File: src/rtl/imm_extend_queue.sv
// Immediate decoder/extender feeding a DEPTH-entry FIFO of
// {ImmExt, OutTag, IllegalImm}, decoupling fetch from decode stalls.
module imm_extend_queue #(
  parameter int XLEN  = 32,
  parameter int DEPTH = 4,
  parameter int TAG_W = 32,
  localparam int PW   = $clog2(DEPTH),
  localparam int CW   = $clog2(DEPTH) + 1
) (
  input  logic             clk,
  input  logic             reset,
  input  logic             InValid,
  output logic             InReady,
  input  logic [31:0]      Instr,
  input  logic [2:0]       ImmSrc,
  input  logic [TAG_W-1:0] InTag,
  output logic             OutValid,
  input  logic             OutReady,
  output logic [XLEN-1:0]  ImmExt,
  output logic [TAG_W-1:0] OutTag,
  output logic             IllegalImm,
  output logic [CW-1:0]    Count
);

  logic [XLEN-1:0]  imm_q [DEPTH];
  logic [TAG_W-1:0] tag_q [DEPTH];
  logic             ill_q [DEPTH];
  logic [PW-1:0]    wr_q, rd_q;
  logic [CW-1:0]    cnt_q, cnt_d;

  logic [31:0]      raw;
  logic             sx;
  logic             ill_d;
  logic [XLEN-1:0]  imm_d;
  logic             full, empty, push, pop;

  always_comb begin
    raw   = '0;
    sx    = 1'b0;
    ill_d = 1'b0;
    unique case (ImmSrc)
      3'b000: begin
        raw = {{20{Instr[31]}}, Instr[31:20]};
        sx  = 1'b1;
      end
      3'b001: begin
        raw = {{20{Instr[31]}}, Instr[31:25], Instr[11:7]};
        sx  = 1'b1;
      end
      3'b010: begin
        raw = {{19{Instr[31]}}, Instr[31], Instr[7],
               Instr[30:25], Instr[11:8], 1'b0};
        sx  = 1'b1;
      end
      3'b011: begin
        raw = {{11{Instr[31]}}, Instr[31], Instr[19:12],
               Instr[20], Instr[30:21], 1'b0};
        sx  = 1'b1;
      end
      3'b100: begin
        raw = {Instr[31:12], 12'b0};
        sx  = 1'b1;
      end
      3'b101: begin
        // RV64 shifts use a 6-bit shamt
        if (XLEN == 64) raw = {26'b0, Instr[25:20]};
        else            raw = {27'b0, Instr[24:20]};
      end
      3'b110: raw = {27'b0, Instr[19:15]};
      default: ill_d = 1'b1;
    endcase
    imm_d = sx ? XLEN'($signed(raw)) : XLEN'(raw);
  end

  assign full     = (cnt_q == CW'(DEPTH));
  assign empty    = (cnt_q == '0);
  assign InReady  = !full;
  assign OutValid = !empty;
  assign push     = InValid && !full;
  assign pop      = !empty && OutReady;
  assign Count    = cnt_q;

  assign ImmExt     = empty ? '0   : imm_q[rd_q];
  assign OutTag     = empty ? '0   : tag_q[rd_q];
  assign IllegalImm = empty ? 1'b0 : ill_q[rd_q];

  always_comb begin
    cnt_d = cnt_q;
    unique case ({push, pop})
      2'b10:   cnt_d = cnt_q + CW'(1);
      2'b01:   cnt_d = cnt_q - CW'(1);
      default: cnt_d = cnt_q;
    endcase
  end

  always_ff @(posedge clk or posedge reset) begin
    if (reset) begin
      for (int i = 0; i < DEPTH; i++) begin
        imm_q[i] <= '0;
        tag_q[i] <= '0;
        ill_q[i] <= 1'b0;
      end
      wr_q  <= '0;
      rd_q  <= '0;
      cnt_q <= '0;
    end else begin
      if (push) begin
        imm_q[wr_q] <= imm_d;
        tag_q[wr_q] <= InTag;
        ill_q[wr_q] <= ill_d;
        wr_q        <= wr_q + PW'(1);
      end
      if (pop) rd_q <= rd_q + PW'(1);
      cnt_q <= cnt_d;
    end
  end

endmodule
File: config.mk
export PLATFORM = sky130hd
export DESIGN_NAME = imm_extend_queue
export DESIGN_NICKNAME = d
export VERILOG_FILES = /design/src/rtl/imm_extend_queue.sv
export SDC_FILE = /design/constraint.sdc
export NUM_CORES = 1
export LEC_CHECK = 0
export BUFFER_PORTS_ARGS = -buffer_cell sky130_fd_sc_hd__buf_2
export CAP_MARGIN = 20
export CORE_UTILIZATION = 64
export CTS_CLUSTER_SIZE = 12
export DETAILED_ROUTE_END_ITERATION = 8
export PLACE_DENSITY = 0.86
export SLEW_MARGIN = 20
export SYNTH_ARGS = -nofsm -noshare
export SYNTH_HDL_FRONTEND = slang
export SYNTH_SLANG_ARGS = --single-unit
File: constraint.sdc
create_clock -name clk -period 28.9 [get_ports clk]
set_input_delay 5.78 -clock clk [delete_from_list [all_inputs] [get_ports clk]]
set_output_delay 5.78 -clock clk [all_outputs]
set_load 0.02 [all_outputs]
==> flow_metrics.tcl, run 1 <==
set metrics [dict create \
    grt_setup_unrepaired "no" \
    cts-buffers-inserted 28 \
    initial_cell_density_of_the_core 0.6603 \
    post-place-ws_ns 20.66 \
    worst-setup-path-type "reg2out" \
    final_min_period_over_clock_period 0.3021 \
    postSynthCellCount 853 \
    report.final.slew_viol_count 0 \
    post_cts_resize_count 0 \
    p_total_w 0.001849 \
    syn-num-nets 930 \
    max_cap_violations 0 \
    critical_path.endpoint "ImmExt[7]" \
    synth_edf_count 0 \
    route.detailed.drc 0 \
    groute.layer.met1.usage 0.3806 \
    final_layout_size_suffix_gt1_frac 0.5235 \
    final.setup.worst_slack_ns 20.17 \
    yosys_warnings 0 \
    static-leakage-power_nw 6.494 \
    final.hold.worst_slack_ns 0.5006 \
    timing.reg2reg.setup_slack_ns 26.15 \
    synth_area_leaders "sky130_fd_sc_hd__dfrtp_1 51%, sky130_fd_sc_hd__mux2_2 18%, sky130_fd_sc_hd__mux4_2 11%" \
    synth_top_flop_cell "sky130_fd_sc_hd__dfrtp_1" \
    outcome "complete, no violations" \
    final-instance-count-excl-fill 1247 \
    drt_iter0_markers 413 \
    number_of_endpoints_with_negative_hold_slack_in_the_final_report 0 \
    path_max_fanout 42 \
    worstSetupEndpointType "output pin" \
    routabilityCongestion 0.8167 \
    critical_path_cell_count 4 \
    cell_area_power_density_nw_per_um2 126.9 \
    grt_overflow 0 \
    slowest_delay_ns 0.73 \
    netlist-cell-type-count 39 \
    core_region_area_um2 19720 \
    numPortBuffers 133 \
    synth.largest_area_cell "sky130_fd_sc_hd__dfrtp_1" \
    post_drt_via_cell_ratio 6.117 \
    drt_pass_1_iters 6 \
    die_y_um 144.6 \
    clock-skew-final_ns 0.01854 \
    fmax_ghz 0.1145 \
    worst-slew-pin-transition_ns 0.9552 \
    placedCellCount 1193 \
    crit-reg2reg-launch "wr_q[0]$_DFFE_PP0P_" \
    avgSynthCellArea_um2 15.26 \
    clock_sink_count 267 \
    rows 51 \
    finalWirelength_mm 27.19 \
    worst_r2r_endpoint "imm_q[107]$_DFFE_PP0P_" \
    report.final.setup_viol 0 \
    synth_commonest_cells "267 x sky130_fd_sc_hd__dfrtp_1, 207 x sky130_fd_sc_hd__mux2_2, 74 x sky130_fd_sc_hd__and2_1" \
    synth_largest_type_area_fraction 0.5132 \
    cpLargestDelayFamily "buffers and inverters" \
    clkSlewWorstSetupHoldPaths_ns 0.06 \
    global_route.peak_usage_layer "met2" \
    area_growth_pct 11.93 \
    grt_use_met3 0.04338 \
    hp-start "tag_q[19]$_DFFE_PP0P_" \
    ys_seq_area_frac 0.5132 \
    ffs_w_async_s_r_synth 1.000 \
    globalRouteMet2Util 0.4415 \
    most_repeated_cell_in_the_gate_level_netlist_after_synthesis "sky130_fd_sc_hd__dfrtp_1" \
    number_of_antenna_violations_at_the_first_check_in_global_routing 5 \
    worst_skew_pair.late_latency_ns 0.54 \
    horizontal_die_dimension_um 144.6 \
    grt_pass1_vias 8033 \
    min-delay-path-class "reg2reg" \
    crit_path_top_delay_cell "sky130_fd_sc_hd__dfrtp_4" \
    timing.final.crit_period_ns 8.732 \
    ys_seq_elements 267 \
    critical_path_required_ns 23.12 \
    dpl.hpwl_mm 16.21 \
    worst_setup_path_startpoint "rd_q[0]$_DFFE_PP0P_" \
    ios 141 \
    cts_root_buffer "sky130_fd_sc_hd__clkbuf_16" \
    critical_path.n_buffers_inverters 2 \
    num_vias 7628 \
    cts_htree_levels 1 \
    finish.net_count 1036 \
    critPathLaunchType "register" \
    cts_max_path_buffers 3 \
    grt_max_degree 150 \
    timing.critical_path.cells "buf_4 > mux4_2 > and2_1 > buf_2" \
    critPathArrivalTime_ns 2.95 \
    grt_pass1_wl_mm 43.34 \
    timing.slew.headroom 0.3632 \
    ant_nets 0 \
    clock_tree_from_tritoncts "yes" \
    ff2ff_path_depth 6 \
    vdd_ir_drop_max_mv 0.09633 \
    post_cts_buffers 0 \
    groute.usage.overall 0.2717 \
    drt-wirelength-per-cell_um 21.81 \
    synth_area_um2 13020 \
    die_area_um2 20920 \
    finalSetupTns_ns 0 \
    cts-hold-fix-buffers 0 \
]
## metal layers
layer  share of wire  vias to the layer above
met5               0                        -
met4           0.021                        0
met3           0.054                       36
met2            0.49                      201
met1            0.43                     4022
li1                -                     3369
## logic make-up after synthesis
group                    after synthesis  share of synthesized area
AO/OA/AOI/OAI                         54                    0.02595
flip-flops                           267                     0.5132
AND/OR/NAND/NOR                      126                    0.06698
XOR/XNOR                               6                   0.004037
multiplexers                         321                     0.3468
adder cells (fa/ha/maj)                6                   0.006343
buffers and inverters                 73                    0.03671
## flip-flops by register name, indices dropped and copies added (netlist names)
register  flops
Count         3
tag_q       128
ill_q         4
rd_q          2
imm_q       128
wr_q          2
## area by class of cell
cell class	count	area, um2
clock buffers	45	824.5
inverters	6	30.03
fillers	1264	5145
clock inverters	4	56.30
diodes	4	10.01
repair buffers	143	760.7
flip-flops and latches	267	6689
multi-input cells	513	5871
well taps	265	331.6
## placed cells by master, fill, tap and decap left out, types with 4 or more instances in the layout
cell type	Yosys	layout
sky130_fd_sc_hd__dfrtp_1	267	265
sky130_fd_sc_hd__mux2_2	207	207
sky130_fd_sc_hd__buf_2	30	133
sky130_fd_sc_hd__and2_1	74	71
sky130_fd_sc_hd__mux4_2	65	65
sky130_fd_sc_hd__mux2_4	46	46
sky130_fd_sc_hd__clkbuf_16	0	28
sky130_fd_sc_hd__a31oi_1	20	20
sky130_fd_sc_hd__a21oi_1	16	16
sky130_fd_sc_hd__a21o_1	11	11
sky130_fd_sc_hd__clkbuf_1	20	11
sky130_fd_sc_hd__nand4b_1	9	9
sky130_fd_sc_hd__nor2b_1	9	9
sky130_fd_sc_hd__buf_4	0	9
sky130_fd_sc_hd__nand4bb_1	8	8
sky130_fd_sc_hd__nand4_1	8	8
sky130_fd_sc_hd__clkbuf_8	0	6
sky130_fd_sc_hd__inv_1	6	5
sky130_fd_sc_hd__ha_1	5	5
sky130_fd_sc_hd__diode_2	0	4
sky130_fd_sc_hd__a22oi_1	4	4
sky130_fd_sc_hd__and4b_1	4	4
## stage by stage
stage,util,cell area (um2)
after floorplan,-,13020
after global placement,0.6922,13650
after detailed placement,0.6922,13650
after CTS,0.7369,14530
after global routing,0.7391,14570
final,0.7391,14570
## worst min path at each step
stage,endpoint,cells after the start
2_1_floorplan,tag_q[70]$_DFFE_PP0P_,1
3_3_place_gp,tag_q[10]$_DFFE_PP0P_,1
3_5_place_dp,imm_q[52]$_DFFE_PP0P_,1
4_1_cts,tag_q[71]$_DFFE_PP0P_,1
5_1_grt,imm_q[53]$_DFFE_PP0P_,1
6_report,tag_q[19]$_DFFE_PP0P_,1
## power breakdown
group | switching, W | leakage, nW | internal (W) | total, W
Clock | 0.000141 | 0.430 | 0.000203 | 0.000343
Combinational | 0.000389 | 2.81 | 0.000451 | 0.000840
Sequential | 0.000109 | 3.26 | 0.000557 | 0.000666
(Power assumes the default switching activity.)
==> run 2: changes to the inputs <==
Settings changed: ABC_AREA set to 1, CORE_UTILIZATION 64 to 59, PLACE_DENSITY 0.86 to 0.8.
Clock period 28.9 ns to 9 ns, I/O delays scaled along.
==> flow_metrics.tcl, run 2 <==
set metrics [dict create \
    synth_edf_count 0 \
    groute.usage.overall 0.3060 \
    cts-buffers-inserted 29 \
    grt_setup_unrepaired "no" \
    route.detailed.drc 0 \
    number_of_endpoints_with_negative_hold_slack_in_the_final_report 0 \
    min-delay-path-class "reg2reg" \
    timing.slew.headroom 0.3094 \
    synth_area_leaders "sky130_fd_sc_hd__dfrtp_1 53%, sky130_fd_sc_hd__nand2_1 15%, sky130_fd_sc_hd__o21ai_0 9.7%" \
    report.final.setup_viol 0 \
    max_cap_violations 0 \
    worstHoldPathCells 2 \
    static-leakage-power_nw 7.246 \
    critPathArrivalTime_ns 3.46 \
    clock_sink_count 267 \
    worst-setup-path-type "reg2out" \
    placedCellCount 1919 \
    final-instance-count-excl-fill 1971 \
    horizontal_die_dimension_um 148.7 \
    number_of_antenna_violations_at_the_first_check_in_global_routing 0 \
    rows 53 \
    final_layout_size_suffix_gt1_frac 0.1263 \
    die_area_um2 22120 \
    ff_latch_area_um2 6686 \
    yosys_warnings 0 \
    synth_area_um2 12700 \
    critPathLaunchType "register" \
    grt_overflow 0 \
    crit_path_top_delay_cell "sky130_fd_sc_hd__dfrtp_4" \
    multi_input_area_um2 5005 \
    syn-num-nets 1686 \
    clock_tree_from_tritoncts "yes" \
    final.setup.worst_slack_ns 3.735 \
    routabilityCongestion 0.7786 \
    grt_pass1_vias 10770 \
    post_drt_via_cell_ratio 5.665 \
    synth_commonest_cells "518 x sky130_fd_sc_hd__nand2_1, 267 x sky130_fd_sc_hd__dfrtp_1, 246 x sky130_fd_sc_hd__o21ai_0" \
    worst-slew-pin-transition_ns 1.034 \
    ffs_w_async_s_r_synth 1.000 \
    worst_skew_pair.late_latency_ns 0.54 \
    finalSetupTns_ns 0 \
    n_fill_cell 1727 \
    cts_max_path_buffers 3 \
    cts-hold-fix-buffers 0 \
    post-place-ws_ns 4.398 \
    report.final.slew_viol_count 0 \
    finalWirelength_mm 32.88 \
    vdd_ir_drop_max_mv 0.3612 \
    final_core_util 0.6760 \
    finish.net_count 1752 \
    grt_max_degree 88 \
    netlist-cell-type-count 27 \
    p_total_w 0.005793 \
    synth.largest_area_cell "sky130_fd_sc_hd__dfrtp_1" \
    drt-wirelength-per-cell_um 16.68 \
    die_y_um 148.7 \
    area_growth_pct 12.25 \
    ant_nets 0 \
    post_cts_buffers 0 \
    drt_pass_1_iters 5 \
    initial_cell_density_of_the_core 0.6023 \
    most-common-layout-cells "518 x sky130_fd_sc_hd__nand2_1, 265 x sky130_fd_sc_hd__dfrtp_1, 246 x sky130_fd_sc_hd__o21ai_0, 157 x sky130_fd_sc_hd__a21oi_1, 133 x sky130_fd_sc_hd__buf_2" \
    slowest_delay_ns 0.75 \
    postSynthCellCount 1609 \
    avgSynthCellArea_um2 7.894 \
    core_region_area_um2 21090 \
    outcome "complete, no violations" \
    drt_iter0_markers 1030 \
    timing.final.crit_period_ns 5.265 \
    ys_seq_elements 267 \
    clkSlewWorstSetupHoldPaths_ns 0.06 \
    num_vias 11170 \
    cell_area_power_density_nw_per_um2 406.4 \
    synth_top_flop_cell "sky130_fd_sc_hd__dfrtp_1" \
    post_cts_resize_count 0 \
    cts_htree_levels 1 \
    path_max_fanout 71 \
    synth_largest_type_area_fraction 0.5261 \
    worstSetupEndpointType "output pin" \
    cts_root_buffer "sky130_fd_sc_hd__clkbuf_16" \
    numPortBuffers 133 \
    ys_seq_area_frac 0.5261 \
    ios 141 \
    final_common_cell "sky130_fd_sc_hd__nand2_1" \
    critical_path_required_ns 7.20 \
    layout_top_registers "imm_q x128, tag_q x128, ill_q x4" \
    grt_pass1_wl_mm 54.05 \
    final_min_period_over_clock_period 0.5850 \
    dpl.hpwl_mm 18.38 \
    timing.critical_path.cells "buf_4 > buf_4 > nor2_1 > nor2_1 > o21ai_0 > a21oi_1 > buf_2" \
    most_repeated_cell_in_the_gate_level_netlist_after_synthesis "sky130_fd_sc_hd__nand2_1" \
    fmax_ghz 0.1899 \
    clock-skew-final_ns 0.01773 \
    ff2ff_path_depth 8 \
]
run 2: final timing paths:
path,start,end,slack (ns)
max,rd_q[0]$_DFFE_PP0P_,ImmExt[15],3.74
min,imm_q[107]$_DFFE_PP0P_,imm_q[107]$_DFFE_PP0P_,0.47
max reg2reg,wr_q[0]$_DFFE_PP0P_,tag_q[104]$_DFFE_PP0P_,6.21
min reg2reg,imm_q[107]$_DFFE_PP0P_,imm_q[107]$_DFFE_PP0P_,0.47
max in group asynchronous,reset,tag_q[24]$_DFFE_PP0P_,5.88
min in group asynchronous,reset,imm_q[73]$_DFFE_PP0P_,1.34
run 2: worst max-delay path, delay by kind of cell (launching register included):
family | cells | cell delay, ns
simple gates | 2 | 0.22
flops | 1 | 0.75
compound gates | 2 | 0.39
buf+inv | 3 | 1.53
run 2: cell type report:
| class | count | area share |
|---|---|---|
| Sequential cell | 267 | 0.4690 |
| Multi-Input combinational cell | 1101 | 0.3511 |
| Clock buffer | 43 | 0.06021 |
| Timing Repair Buffer | 149 | 0.05512 |
| Inverter | 127 | 0.03370 |
| Tap cell | 275 | 0.02414 |
| Clock inverter | 8 | 0.006582 |
| Antenna cell | 1 | 0.0001755 |
run 2: power breakdown:
part / total, W / switching (W) / leakage [nW] / internal (W)
registers: 0.00204 / 0.000292 / 3.39 / 0.00175
clock network: 0.00118 / 0.000471 / 0.474 / 0.000711
logic: 0.00257 / 0.00176 / 3.39 / 0.000810
run 2: cells by family after synthesis:
| kind of cell | after synthesis | synth area share |
|---|---|---|
| buffers and inverters | 241 | 0.07989 |
| xor gates and xnor gates | 4 | 0.002759 |
| DFF | 267 | 0.5261 |
| adders and majority gates | 6 | 0.006502 |
| and+or+nand+nor | 639 | 0.1994 |
| AOI/OAI and AO/OA | 452 | 0.1854 |
run 2: stage by stage:
step | hold WS (ns) | cell area [um2]
finish | 0.4731 | 14260
global route | 0.4898 | 14250
detailed placement | 0.4595 | 13300
CTS | 0.4753 | 14250
global placement | 0.4558 | 13300
floorplan | 0.4436 | 12700
run 2: layer usage:
metal	global-route usage	vias up	wire length, um
met3	0.03896	63	2800
met4	0.08918	0	698
met5	0	-	0
met1	0.4271	5303	13670
li1	-	5324	-
met2	0.5026	475	15710
